**config.mk**
```make
export PLATFORM = sky130hd
export DESIGN_NAME = uart_tx_fifo
export DESIGN_NICKNAME = d
export VERILOG_FILES = /design/src/rtl/uart_tx_fifo.sv
export SDC_FILE = /design/constraint.sdc
export NUM_CORES = 1
export LEC_CHECK = 0
export ABC_AREA = 1
export CORE_UTILIZATION = 45
export CTS_CLUSTER_DIAMETER = 50
export CTS_CLUSTER_SIZE = 10
export DETAILED_ROUTE_END_ITERATION = 8
export GPL_ROUTABILITY_DRIVEN = 0
export PLACE_DENSITY = 0.65
export SLEW_MARGIN = 20
export SYNTH_ARGS = -nofsm -noshare
export SYNTH_HDL_FRONTEND = slang
export SYNTH_SLANG_ARGS = --single-unit
```
**constraint.sdc**
```tcl
create_clock -name clk -period 2.2 [get_ports clk]
set_clock_uncertainty 0.1 [all_clocks]
set_input_delay 0.33 -clock clk [delete_from_list [all_inputs] [get_ports clk]]
set_output_delay 0.33 -clock clk [all_outputs]
set_load 0.005 [all_outputs]
```
**src/rtl/uart_tx_fifo.sv**
```systemverilog
// Buffered UART transmitter: byte FIFO feeding an 8N1 serializer.
// Define PARITY_EN for 8E1 frames (even parity bit between data and stop).
module uart_tx_fifo #(
  parameter int CLK_DIV = 5208,
  parameter int ADDR_W  = 2
) (
  input  logic              clk,
  input  logic              rst,
  input  logic              tx_ready,
  input  logic [7:0]        tx_data,
  output logic              uart_tx,
  output logic              busy,
  output logic [ADDR_W:0]   fifo_count,
  output logic              overflow
);

  localparam int DEPTH = 1 << ADDR_W;
  localparam int CW    = (CLK_DIV > 2) ? $clog2(CLK_DIV) : 1;

  typedef enum logic [2:0] {
    S_IDLE,
    S_START,
    S_DATA,
`ifdef PARITY_EN
    S_PARITY,
`endif
    S_STOP
  } state_t;

  logic [7:0]        r_mem [DEPTH];
  logic [ADDR_W-1:0] r_wptr;
  logic [ADDR_W-1:0] r_rptr;
  logic [ADDR_W:0]   r_count;
  logic              r_ovf;
  state_t            r_state;
  logic [CW-1:0]     r_baud;
  logic [2:0]        r_bit;
  logic [7:0]        r_shift;
  logic              r_tx;
`ifdef PARITY_EN
  logic              r_par;
`endif

  logic       w_bit_end;
  logic       w_empty;
  logic       w_full;
  logic       w_pop;
  logic       w_push;
  logic [7:0] w_head;
  logic       w_line;

  assign w_bit_end = (r_baud == CW'(CLK_DIV - 1));
  assign w_empty   = (r_count == '0);
  assign w_full    = (r_count == (ADDR_W+1)'(DEPTH));
  assign w_head    = r_mem[r_rptr];
  // A full FIFO still takes a byte when the serializer frees a slot on the same edge.
  assign w_pop     = !w_empty &&
                     ((r_state == S_IDLE) ||
                      ((r_state == S_STOP) && w_bit_end));
  assign w_push    = tx_ready && (!w_full || w_pop);

  always_ff @(posedge clk) begin
    if (w_push) r_mem[r_wptr] <= tx_data;
  end

  always_ff @(posedge clk or negedge rst) begin
    if (!rst) begin
      r_wptr  <= '0;
      r_rptr  <= '0;
      r_count <= '0;
      r_ovf   <= 1'b0;
    end else begin
      if (w_push) r_wptr <= r_wptr + 1'b1;
      if (w_pop)  r_rptr <= r_rptr + 1'b1;
      unique case ({w_push, w_pop})
        2'b10:   r_count <= r_count + 1'b1;
        2'b01:   r_count <= r_count - 1'b1;
        default: r_count <= r_count;
      endcase
      if (tx_ready && !w_push) r_ovf <= 1'b1;
    end
  end

  always_comb begin
    w_line = 1'b1;
    unique case (r_state)
      S_START:  w_line = 1'b0;
      S_DATA:   w_line = r_shift[0];
`ifdef PARITY_EN
      S_PARITY: w_line = r_par;
`endif
      default:  w_line = 1'b1;
    endcase
  end

  // Line register lags the state by one cycle, so the start bit begins
  // the edge after the pop.
  always_ff @(posedge clk or negedge rst) begin
    if (!rst) begin
      r_state <= S_IDLE;
      r_baud  <= '0;
      r_bit   <= '0;
      r_shift <= '0;
      r_tx    <= 1'b1;
`ifdef PARITY_EN
      r_par   <= 1'b0;
`endif
    end else begin
      r_tx <= w_line;
      unique case (r_state)
        S_IDLE: begin
          if (w_pop) begin
            r_shift <= w_head;
`ifdef PARITY_EN
            r_par   <= ^w_head;
`endif
            r_baud  <= '0;
            r_bit   <= '0;
            r_state <= S_START;
          end
        end
        S_START: begin
          if (w_bit_end) begin
            r_baud  <= '0;
            r_state <= S_DATA;
          end else begin
            r_baud <= r_baud + 1'b1;
          end
        end
        S_DATA: begin
          if (w_bit_end) begin
            r_baud  <= '0;
            r_shift <= {1'b0, r_shift[7:1]};
            r_bit   <= r_bit + 1'b1;
            if (r_bit == 3'd7) begin
`ifdef PARITY_EN
              r_state <= S_PARITY;
`else
              r_state <= S_STOP;
`endif
            end
          end else begin
            r_baud <= r_baud + 1'b1;
          end
        end
`ifdef PARITY_EN
        S_PARITY: begin
          if (w_bit_end) begin
            r_baud  <= '0;
            r_state <= S_STOP;
          end else begin
            r_baud <= r_baud + 1'b1;
          end
        end
`endif
        S_STOP: begin
          if (w_bit_end) begin
            r_baud <= '0;
            if (w_pop) begin
              r_shift <= w_head;
`ifdef PARITY_EN
              r_par   <= ^w_head;
`endif
              r_bit   <= '0;
              r_state <= S_START;
            end else begin
              r_state <= S_IDLE;
            end
          end else begin
            r_baud <= r_baud + 1'b1;
          end
        end
        default: r_state <= S_IDLE;
      endcase
    end
  end

  assign uart_tx    = r_tx;
  assign busy       = (r_state != S_IDLE) | !w_empty;
  assign fifo_count = r_count;
  assign overflow   = r_ovf;

endmodule

```
==> summary.md, run 1 <==
| Metric | Value |
|---|---|
| Status | completed |
| Cell leakage power | 1.61 nW |
| Crit path max fanout | 4 |
| Yosys reg bits | 67 |
| Area growth syn-to-layout | 18.3% |
| Final Hold Viols | 0 |
| Final HPWL DP | 3990 um |
| Cell at the slowest stage of the critical path | dfrtp_1 |
| Setup violation total in the final timing report | 0 |
| Unrepaired setup endpoints after global routing | no |
| CTS Buf Count | 9 |
| Core area | 6530 sq um |
| Via count | 2286 |
| Initial core utilization | 0.477 |
| Ant diodes | 0 |
| Hold depth | 2 |
| Final period utilization | 0.920 |
| CP peak stage delay | 380 ps |
| Syn Inst Count | 308 |
| Clock latency on the worst-skew pair | 350 ps |
| IO buf count | 16 |
| Number of max-cap violations | 0 |
| Reg2reg end | fifo_count[2] |
| Hold EP | r_bit[1] |
| Worst reg2reg path startpoint | r_state[1] |
| ANT nets after route | 0 |
| Maximum root-to-sink buffer count | 2 |
| Slew margin rel. | 0.468 |
| Yosys cell types | 32 |
| Power after layout | 3.09 mW |
| Hold Crit Start | r_bit[1] |
| Final wirelength | 5920 um |
| Largest net degree at the start of global routing | 36 |
| Setup crit end kind | flop |
| Fmax | 494 MHz |
| First-pass DRT Iterations | 5 |
| Post-synth EDFFs | 32 |
| VDD IR-drop max | 0.525 mV |
| Post-synthesis net count | 331 |
| Synthesized area | 3120 sq um |
| Reg-to-reg slack, setup | 180 ps |
| Mapped Avg Cell Area | 10.1 sq um |
| Cell mode on critical path | inv_1 |
| Max-slew violations | 0 |
| Clock-pin slew on the worst setup and hold paths | 70 ps |
| CP arrival | 2210 ps |
| Initial antenna violation count | 0 |
| Die Ht | 85.2 um |
| Setup Total Neg Slack | 0 ps |
| Critical-path cell list | inv_2, ha_2, inv_2, buf_4, nand2_1, nand4_1, inv_1, fa_2, inv_1, nand4_1, nand3_1, nand2_1, inv_1 |
| Net count, final | 369 |
| # IOs | 17 |
| Filler cells | 570 |
| Total GRT Usage | 0.184 |
| Share of cells above drive strength 1 | 0.160 |
| Clk root buf | clkbuf_8 |
| Async SR Flop Fraction | 0.522 |
| Post-route DRC | 0 |
| Post-DP Area | 3430 sq um |
| H-tree depth | 3 |
| Drt via density | 5.34 |
| Detailed router's first-iteration violation count | 99 |
| CTS tree | done |
| FP Rows | 29 |
| Die width | 85.2 um |
| Final Critical Period | 2020 ps |
| Worst Tran Pin Value | 798 ps |
| Multi-input logic area | 1130 sq um |
| Critical Path Source Type | flop |
| Global-route wire length before repair | 10200 um |
| CP Data Required Time | 2390 ps |
| Die area | 7270 sq um |
| Syn. warnings | 0 |
| Crit path kind | reg2reg |
| Sequential cell area | 1840 sq um |
| Worst Hold Class | reg2reg |
| FF-to-FF path depth | 13 |
| Design Area, Final | 3690 sq um |
| GR Overflow Total | 0 |
| CTS sink count | 67 |
| Number of global-route vias before repair | 2180 |
| Wire per inst | 13.8 um |
| Power per standard cell area | 837 nW/um^2 |
| Most frequently used flop master after synthesis | dfrtp_1 |
| Post-synthesis sequential area ratio | 0.589 |
==> layout by cell type, fill, tap and decap left out, types with 8 or more instances in the layout <==
master           instances
nand2_1                 47
nor2_1                  35
dfrtp_1                 33
edfxtp_1                32
inv_1                   29
o21ai_0                 29
buf_4                   16
clkdlybuf4s50_1         14
nand3_1                 12
o21ai_1                 11
ha_1                    10
clkbuf_8                 9
o22ai_1                  8
==> report_power, final <==
group / internal (mW) / switching, mW / leakage, nW
clock: 0.528 / 0.485 / 0.0939
combinational: 0.215 / 0.293 / 0.791
sequential: 1.49 / 0.0733 / 0.722
total: 2.23 / 0.851 / 1.61
==> cell type report <==
cell class | instances | area share
inverter | 36 | 0.0366
clock inverter | 7 | 0.0204
sequential | 67 | 0.499
tap | 77 | 0.0261
multi-input combinational | 199 | 0.307
clock buffer | 9 | 0.0336
timing repair buffer | 33 | 0.0780
==> metrics by stage <==
step / util / instances / hold WS, ps / worst slack [ps]
detailed placement: 0.525 / 407 / 373 / 109
floorplan: - / 308 / -65.6 / 130
global placement: 0.525 / 407 / 360 / 170
finish: 0.565 / 428 / 380 / 175
CTS: 0.561 / 426 / 391 / 19.6
global route: 0.565 / 428 / 407 / 41.6
==> cells by family (layout without fill, tap and decap cells) <==
kind of cell,after synthesis,in the layout,synth area share
xor+xnor,6,6,0.0169
fa+ha+maj,12,12,0.0506
compound gates,68,68,0.128
flops,67,67,0.589
simple gates,113,113,0.162
buf+inv,42,85,0.0534
==> registers in the layout, summed over array words and instances, names as in the netlist <==
name / cells
fifo_count: 3
overflow: 1
r_baud: 13
r_bit: 3
r_mem: 32
r_rptr: 2
r_shift: 8
r_state: 2
r_wptr: 2
uart_tx: 1
==> worst max-delay path, delay by kind of cell, from the launching register on <==
family | cells | cell delay, ps
adder cells (fa/ha/maj) | 2 | 540
buffers and inverters | 6 | 480
AND/OR/NAND/NOR | 5 | 480
flip-flops | 1 | 380
==> worst max-delay path by stage <==
| stage | startpoint | to | depth (start not counted) |
|---|---|---|---|
| 6_report | r_state[1] | fifo_count[2] | 13 |
| 5_1_grt | r_state[1] | fifo_count[2] | 13 |
| 4_1_cts | fifo_count[0] | busy | 5 |
| 3_5_place_dp | r_state[0] | fifo_count[2] | 12 |
| 3_3_place_gp | r_state[0] | fifo_count[2] | 12 |
| 2_1_floorplan | r_baud[0] | r_mem[0][0] | 7 |
==> timing repair <==
action                                  CTS  global route
endpoints found under the setup margin    1             2
pin swaps                                 0             1
hold buffers                              1             0
endpoints found under the hold margin    27             0
gates resized for setup                   4             6
buffers inserted                          2             2
gates cloned                              0             0
==> layer usage <==
metal | global-route usage | up-vias | share of wire
met5 | 0 | - | 0
met3 | 0.0613 | 6 | 0.039
met4 | 0.0601 | 0 | 0.012
met1 | 0.228 | 1105 | 0.46
met2 | 0.304 | 36 | 0.49
li1 | - | 1139 | -
==> synth_stat cells (5+ instances only) <==
master | instances | share of area
nor2_1 | 37 | 0.045
o22ai_1 | 8 | 0.016
dfrtp_1 | 34 | 0.27
o21ai_1 | 11 | 0.018
edfxtp_1 | 32 | 0.31
ha_1 | 11 | 0.044
nand3_1 | 12 | 0.019
inv_1 | 31 | 0.037
xor2_1 | 6 | 0.017
inv_2 | 5 | 0.0060
nand2_1 | 48 | 0.058
o21ai_0 | 29 | 0.047
a21oi_1 | 5 | 0.0080
o221ai_1 | 7 | 0.020
Note: power is estimated with default switching activity, not from simulation.
==> run 2: changes to the inputs <==
- CORE_MARGIN: unset -> 2
==> run 2 against run 1 <==
Effect of this change: critical path depth fell by 8; sequential power barely moved; total power rose by 2.0%; clock power rose by 6%; critical path type is now reg2out; largest cell class unchanged; largest power group unchanged; highest routed layer unchanged.
==> summary.md, run 2 (synthesis gave the netlist of run 1 again) <==
| Metric | Value |
|---|---|
| Critical-path cell list | nor2_4, nand2_4, nor2_4, inv_1, clkdlybuf4s50_1 |
| Clock-pin slew on the worst setup and hold paths | 80 ps (about the same) |
| Detailed router's first-iteration violation count | 118 (+19%) |
| CP Data Required Time | 1770 ps (-620 ps) |
| Number of max-cap violations | 0 (unchanged) |
| Final HPWL DP | 3970 um (-0.48%) |
| Post-route DRC | 0 (unchanged) |
| Initial antenna violation count | 0 (unchanged) |
| Final Hold Viols | 0 (unchanged) |
| Fmax | 472 MHz (-4.5%) |
| Die area | 7610 sq um (+4.7%) |
| Post-DP Area | 3430 sq um (+0.11%) |
| Crit path max fanout | 4 (unchanged) |
| Final Critical Period | 2120 ps (+95.9 ps) |
| Share of cells above drive strength 1 | 0.158 (-0.00195) |
| Via count | 2257 (-1.3%) |
| CTS sink count | 67 (unchanged) |
| Setup Total Neg Slack | 0 ps (unchanged) |
| Multi-input logic area | 1150 sq um (+1.8%) |
| Critical Path Source Type | flop |
| Die Ht | 87.2 um (+2.3%) |
| Largest net degree at the start of global routing | 36 (unchanged) |
| Area growth syn-to-layout | 18.8% |
| Min Hold Slack | 390 ps (+9.41 ps) |
| Crit path kind | reg2out |
| Maximum root-to-sink buffer count | 2 (unchanged) |
| # IOs | 17 (unchanged) |
| Most common cell after layout, fill and taps aside | nand2_1 |
| Slew margin rel. | 0.469 (+0.00114) |
| Drt via density | 5.26 (-1.5%) |
| Net count, final | 367 (-0.54%) |
| Cell family with most CP delay | buffers and inverters |
| Global-route wire length before repair | 10200 um (+0.82%) |
| Cell mode on critical path | nor2_4 |
| Post-layout util | 0.548 (-0.0164) |
| Ant diodes | 0 (unchanged) |
| Filler cells | 598 (+4.9%) |
| Clk root buf | clkbuf_8 |
| FP Rows | 30 (+3.4%) |
| First-pass DRT Iterations | 6 (+1) |
| Power per standard cell area | 850 nW/um^2 (+1.6%) |
| CP peak stage delay | 470 ps (+90 ps) |
| Total GRT Usage | 0.175 (-0.00864) |
| PnR worst setup slack | 79.4 ps (-95.9 ps) |
| Setup Slack @ Placement | 80.5 ps (-29.0 ps) |
| Sequential cell area | 1840 sq um (unchanged) |
| CTS Buf Count | 9 (unchanged) |
| Final wirelength | 5950 um (+0.52%) |
| IO buf count | 16 (unchanged) |
| Status | completed |
| Worst Tran Pin Value | 797 ps (-1.71 ps) |
| Wire per inst | 13.9 um (+0.29%) |
| CTS tree | done |
| Design Area, Final | 3700 sq um (+0.44%) |
| Cell at the slowest stage of the critical path | dfrtp_1 |
| VDD IR-drop max | 0.648 mV (+23%) |
| Die width | 87.2 um (+2.3%) |
| Setup violation total in the final timing report | 0 (unchanged) |
| Final period utilization | 0.964 (+0.0436) |
| Biggest register | r_mem |
| Largest regs | r_mem: 32 flops, r_baud: 13 flops, r_shift: 8 flops |
| GR Overflow Total | 0 (unchanged) |
| Core area | 6760 sq um (+3.4%) |
| Initial core utilization | 0.461 (-0.0159) |
| Number of global-route vias before repair | 2211 (+1.4%) |
| Crit path buf inv count | 2 (-4) |
| ANT nets after route | 0 (unchanged) |
| Setup crit end kind | output pin |
| Max-slew violations | 0 (unchanged) |
| Clock latency on the worst-skew pair | 350 ps (about the same) |
| Commonest non-fill, non-tap cells in the layout | nand2_1 (47), nor2_1 (35), dfrtp_1 (33) |
| CP arrival | 1690 ps (-520 ps) |
| Largest register FFs | 32 (unchanged) |
| Cell leakage power | 1.62 nW (+0.76%) |
| H-tree depth | 3 (unchanged) |
| Worst Hold Class | reg2reg |
==> run 2: per-stage QoR <==
step,total power [mW],cells
2_1_floorplan,1.85,308
3_3_place_gp,2.06,410
3_5_place_dp,2.07,410
4_1_cts,3.14,429
5_1_grt,3.31,429
6_report,3.15,429
==> run 2: path summary, 6_finish.rpt <==
check,slack [ps],from,depth (start not counted),endpoint
max in group asynchronous,950,rst,2,fifo_count[1]
setup reg to reg,190,r_baud[0],13,fifo_count[2]
setup / recovery,80,fifo_count[0],5,busy
hold reg to reg,390,overflow,2,overflow
hold / removal,390,overflow,2,overflow
min in group asynchronous,500,rst,2,r_baud[5]
==> run 2: layer usage <==
metal / global-route usage / part of all wire / vias to the layer above
met5: 0 / 0 / -
met4: 0.0741 / 0.016 / 0
met3: 0.0389 / 0.029 / 9
met2: 0.282 / 0.49 / 34
met1: 0.230 / 0.46 / 1078
li1: - / - / 1136
==> run 2: area by class of cell <==
| cell class | instances | area share |
|---|---|---|
| clock buffer | 9 | 0.0334 |
| clock inverter | 7 | 0.0223 |
| multi-input combinational | 199 | 0.311 |
| tap | 80 | 0.0270 |
| inverter | 36 | 0.0371 |
| sequential | 67 | 0.496 |
| timing repair buffer | 31 | 0.0729 |
==> run 2: report_power, final <==
| part | switching (mW) | internal, mW |
|---|---|---|
| logic | 0.295 | 0.212 |
| registers | 0.0847 | 1.49 |
| clock network | 0.525 | 0.541 |
==> run 2: worst reg2reg max path, delay by kind of cell, from the launching register on <==
family | cells | cell delay [ps]
DFF | 1 | 410
and+or+nand+nor | 8 | 660
adders and majority gates | 2 | 590
buffers and inverters | 3 | 200
==> run 2: what timing repair did <==
item / in CTS / in global routing
pin swaps: 0 / 2
setup buffers: 2 / 0
resized for setup: 3 / 10
endpoints found under the hold margin: 12 / 0
hold buffers: 1 / 0
setup endpoints to repair: 1 / 2
==> run 3: changes to the inputs <==
- REMOVE_ABC_BUFFERS: unset -> 1
- SLEW_MARGIN: 20 -> 0
==> run 3 against run 2 <==
Effect of this change: hold slack worse by 96 ps; largest power group unchanged; sequential cell count stayed put; critical endpoint unchanged; total power is 0.83% lower.
==> summary.md, run 3 (synthesis gave the netlist of run 1 again) <==
| Metric | Value |
|---|---|
| Max-slew violations | 0 (unchanged) |
| Cell family with most CP delay | buffers and inverters |
| Status | completed |
| Most common cell after layout, fill and taps aside | nand2_1 |
| Drt via density | 5.21 (-1.0%) |
| Setup Total Neg Slack | 0 ps (unchanged) |
| Worst Tran Pin Value | 467 ps (-330 ps) |
| Final HPWL DP | 4000 um (+0.91%) |
| Power per standard cell area | 846 nW/um^2 (-0.39%) |
| Setup violation total in the final timing report | 0 (unchanged) |
| PnR worst setup slack | 95.7 ps (+16.4 ps) |
| Dpl cells | 408 (-0.49%) |
| Global-route wire length before repair | 9380 um (-8.5%) |
| Design Area, Final | 3690 sq um (-0.44%) |
| Sequential cell area | 1840 sq um (about the same) |
| Critical-path cell list | nor2_2, nand2_2, nor2_4, inv_1, clkdlybuf4s50_1 |
| Detailed router's first-iteration violation count | 110 (-6.8%) |
| ANT nets after route | 0 (unchanged) |
| Cell at the slowest stage of the critical path | dfrtp_2 |
| Fmax | 475 MHz (+0.78%) |
| Via count | 2224 (-1.5%) |
| Net count, final | 365 (-0.54%) |
| Share of cells above drive strength 1 | 0.159 (+0.000908) |
| Filler cells | 596 (-0.33%) |
| Biggest register | r_mem |
| Non-Filler Instances | 427 (-0.47%) |
| Area growth syn-to-layout | 18.3% |
| Largest net degree at the start of global routing | 36 (unchanged) |
| First-pass DRT Iterations | 4 (-2) |
| Final wirelength | 5570 um (-6.5%) |
| Total GRT Usage | 0.161 (-0.0142) |
| Largest regs | r_mem: 32 flops, r_baud: 13 flops, r_shift: 8 flops |
| Post-DP Area | 3420 sq um (-0.29%) |
| Number of max-cap violations | 0 (unchanged) |
| Cell leakage power | 1.60 nW (-0.99%) |
| VDD IR-drop max | 0.498 mV (-23%) |
| Commonest non-fill, non-tap cells in the layout | nand2_1 (46), nor2_1 (35), dfrtp_1 (32), edfxtp_1 (32) |
| Crit path buf inv count | 2 (unchanged) |
| CTS Buf Count | 9 (unchanged) |
| Final Critical Period | 2100 ps (-16.4 ps) |
| CP Data Required Time | 1770 ps (about the same) |
| Post-layout util | 0.546 (-0.00241) |
| Final period utilization | 0.956 (-0.00745) |
| Final Hold Viols | 0 (unchanged) |
| Unrepaired setup endpoints after global routing | no |
| GR Overflow Total | 0 (unchanged) |
| Die area | 7610 sq um (unchanged) |
| Setup Slack @ Placement | 79.7 ps (-0.778 ps) |
| H-tree depth | 3 (unchanged) |
| Ant diodes | 0 (unchanged) |
| Clock-pin slew on the worst setup and hold paths | 70 ps (about the same) |
| Post-route DRC | 0 (unchanged) |
| Worst Hold Class | in2async |
| CP arrival | 1670 ps (-20 ps) |
| Die width | 87.2 um (unchanged) |
| Core area | 6760 sq um (unchanged) |
| Crit path kind | reg2out |
| Critical Path Source Type | flop |
| Multi-input logic area | 1140 sq um (-0.54%) |
| Crit path max fanout | 4 (unchanged) |
| IO buf count | 16 (unchanged) |
| Setup crit end kind | output pin |
| Maximum root-to-sink buffer count | 2 (unchanged) |
| Clock latency on the worst-skew pair | 350 ps (about the same) |
| CTS sink count | 67 (unchanged) |
| # IOs | 17 (unchanged) |
| Min Hold Slack | 293 ps (-96.4 ps) |
| CP peak stage delay | 450 ps (-20 ps) |
| Power after layout | 3.12 mW (-0.83%) |
| Wire per inst | 13.0 um (-6.0%) |
| Slew margin rel. | 0.688 (+0.219) |
| CTS tree | done |
| FP Rows | 30 (unchanged) |
| Initial antenna violation count | 0 (unchanged) |
| Clk root buf | clkbuf_8 |
| Die Ht | 87.2 um (unchanged) |
| Initial core utilization | 0.461 (unchanged) |
| Largest register FFs | 32 (unchanged) |
| Number of global-route vias before repair | 2132 (-3.6%) |
run 3: cell types whose count changed in the layout (fill, tap and decap cells not counted), sizes merged:
| cell | previous run | this run |
|---|---|---|
| buf | 15 | 13 |
| clkdlybuf4s50 | 15 | 16 |
| clkinv | 3 | 2 |
| clkinvlp | 0 | 1 |
| dlygate4sd3 | 1 | 0 |
run 3: what timing repair did:
| action | CTS | global route |
|---|---|---|
| pin swaps | 0 | 2 |
| hold buffers | 0 | 0 |
| resized for setup | 6 | 7 |
| setup buffers | 1 | 2 |
| setup endpoints to repair | 1 | 34 |
| cloned | 0 | 0 |
run 3: final timing paths:
path | end | slack, ps | from | cells after the start
min in group clk | overflow | 380 | overflow | 2
max in group asynchronous | uart_tx | 1360 | rst | 2
worst min register to register | overflow | 380 | overflow | 2
worst max-delay path | busy | 100 | fifo_count[1] | 5
worst max register to register | fifo_count[2] | 130 | r_state[0] | 12
worst min-delay path | r_baud[5] | 290 | rst | 2
run 3: per-layer routing:
metal / vias to the layer above / share of wire / track usage
met5: - / 0 / 0
met4: 0 / 0.015 / 0.0657
met3: 8 / 0.044 / 0.0635
met2: 38 / 0.47 / 0.256
met1: 1045 / 0.48 / 0.196
li1: 1133 / - / -
run 3: cell type report:
type                            instances  share of cell area
Clock buffer                            9              0.0336
Clock inverter                          7              0.0227
Timing Repair Buffer                   29              0.0699
Inverter                               36              0.0373
Multi-Input combinational cell        199               0.310
Tap cell                               80              0.0271
Sequential cell                        67               0.499
run 3: where the power goes:
group	internal, mW	switching [mW]
clock	0.542	0.513
sequential	1.49	0.0850
combinational	0.215	0.274
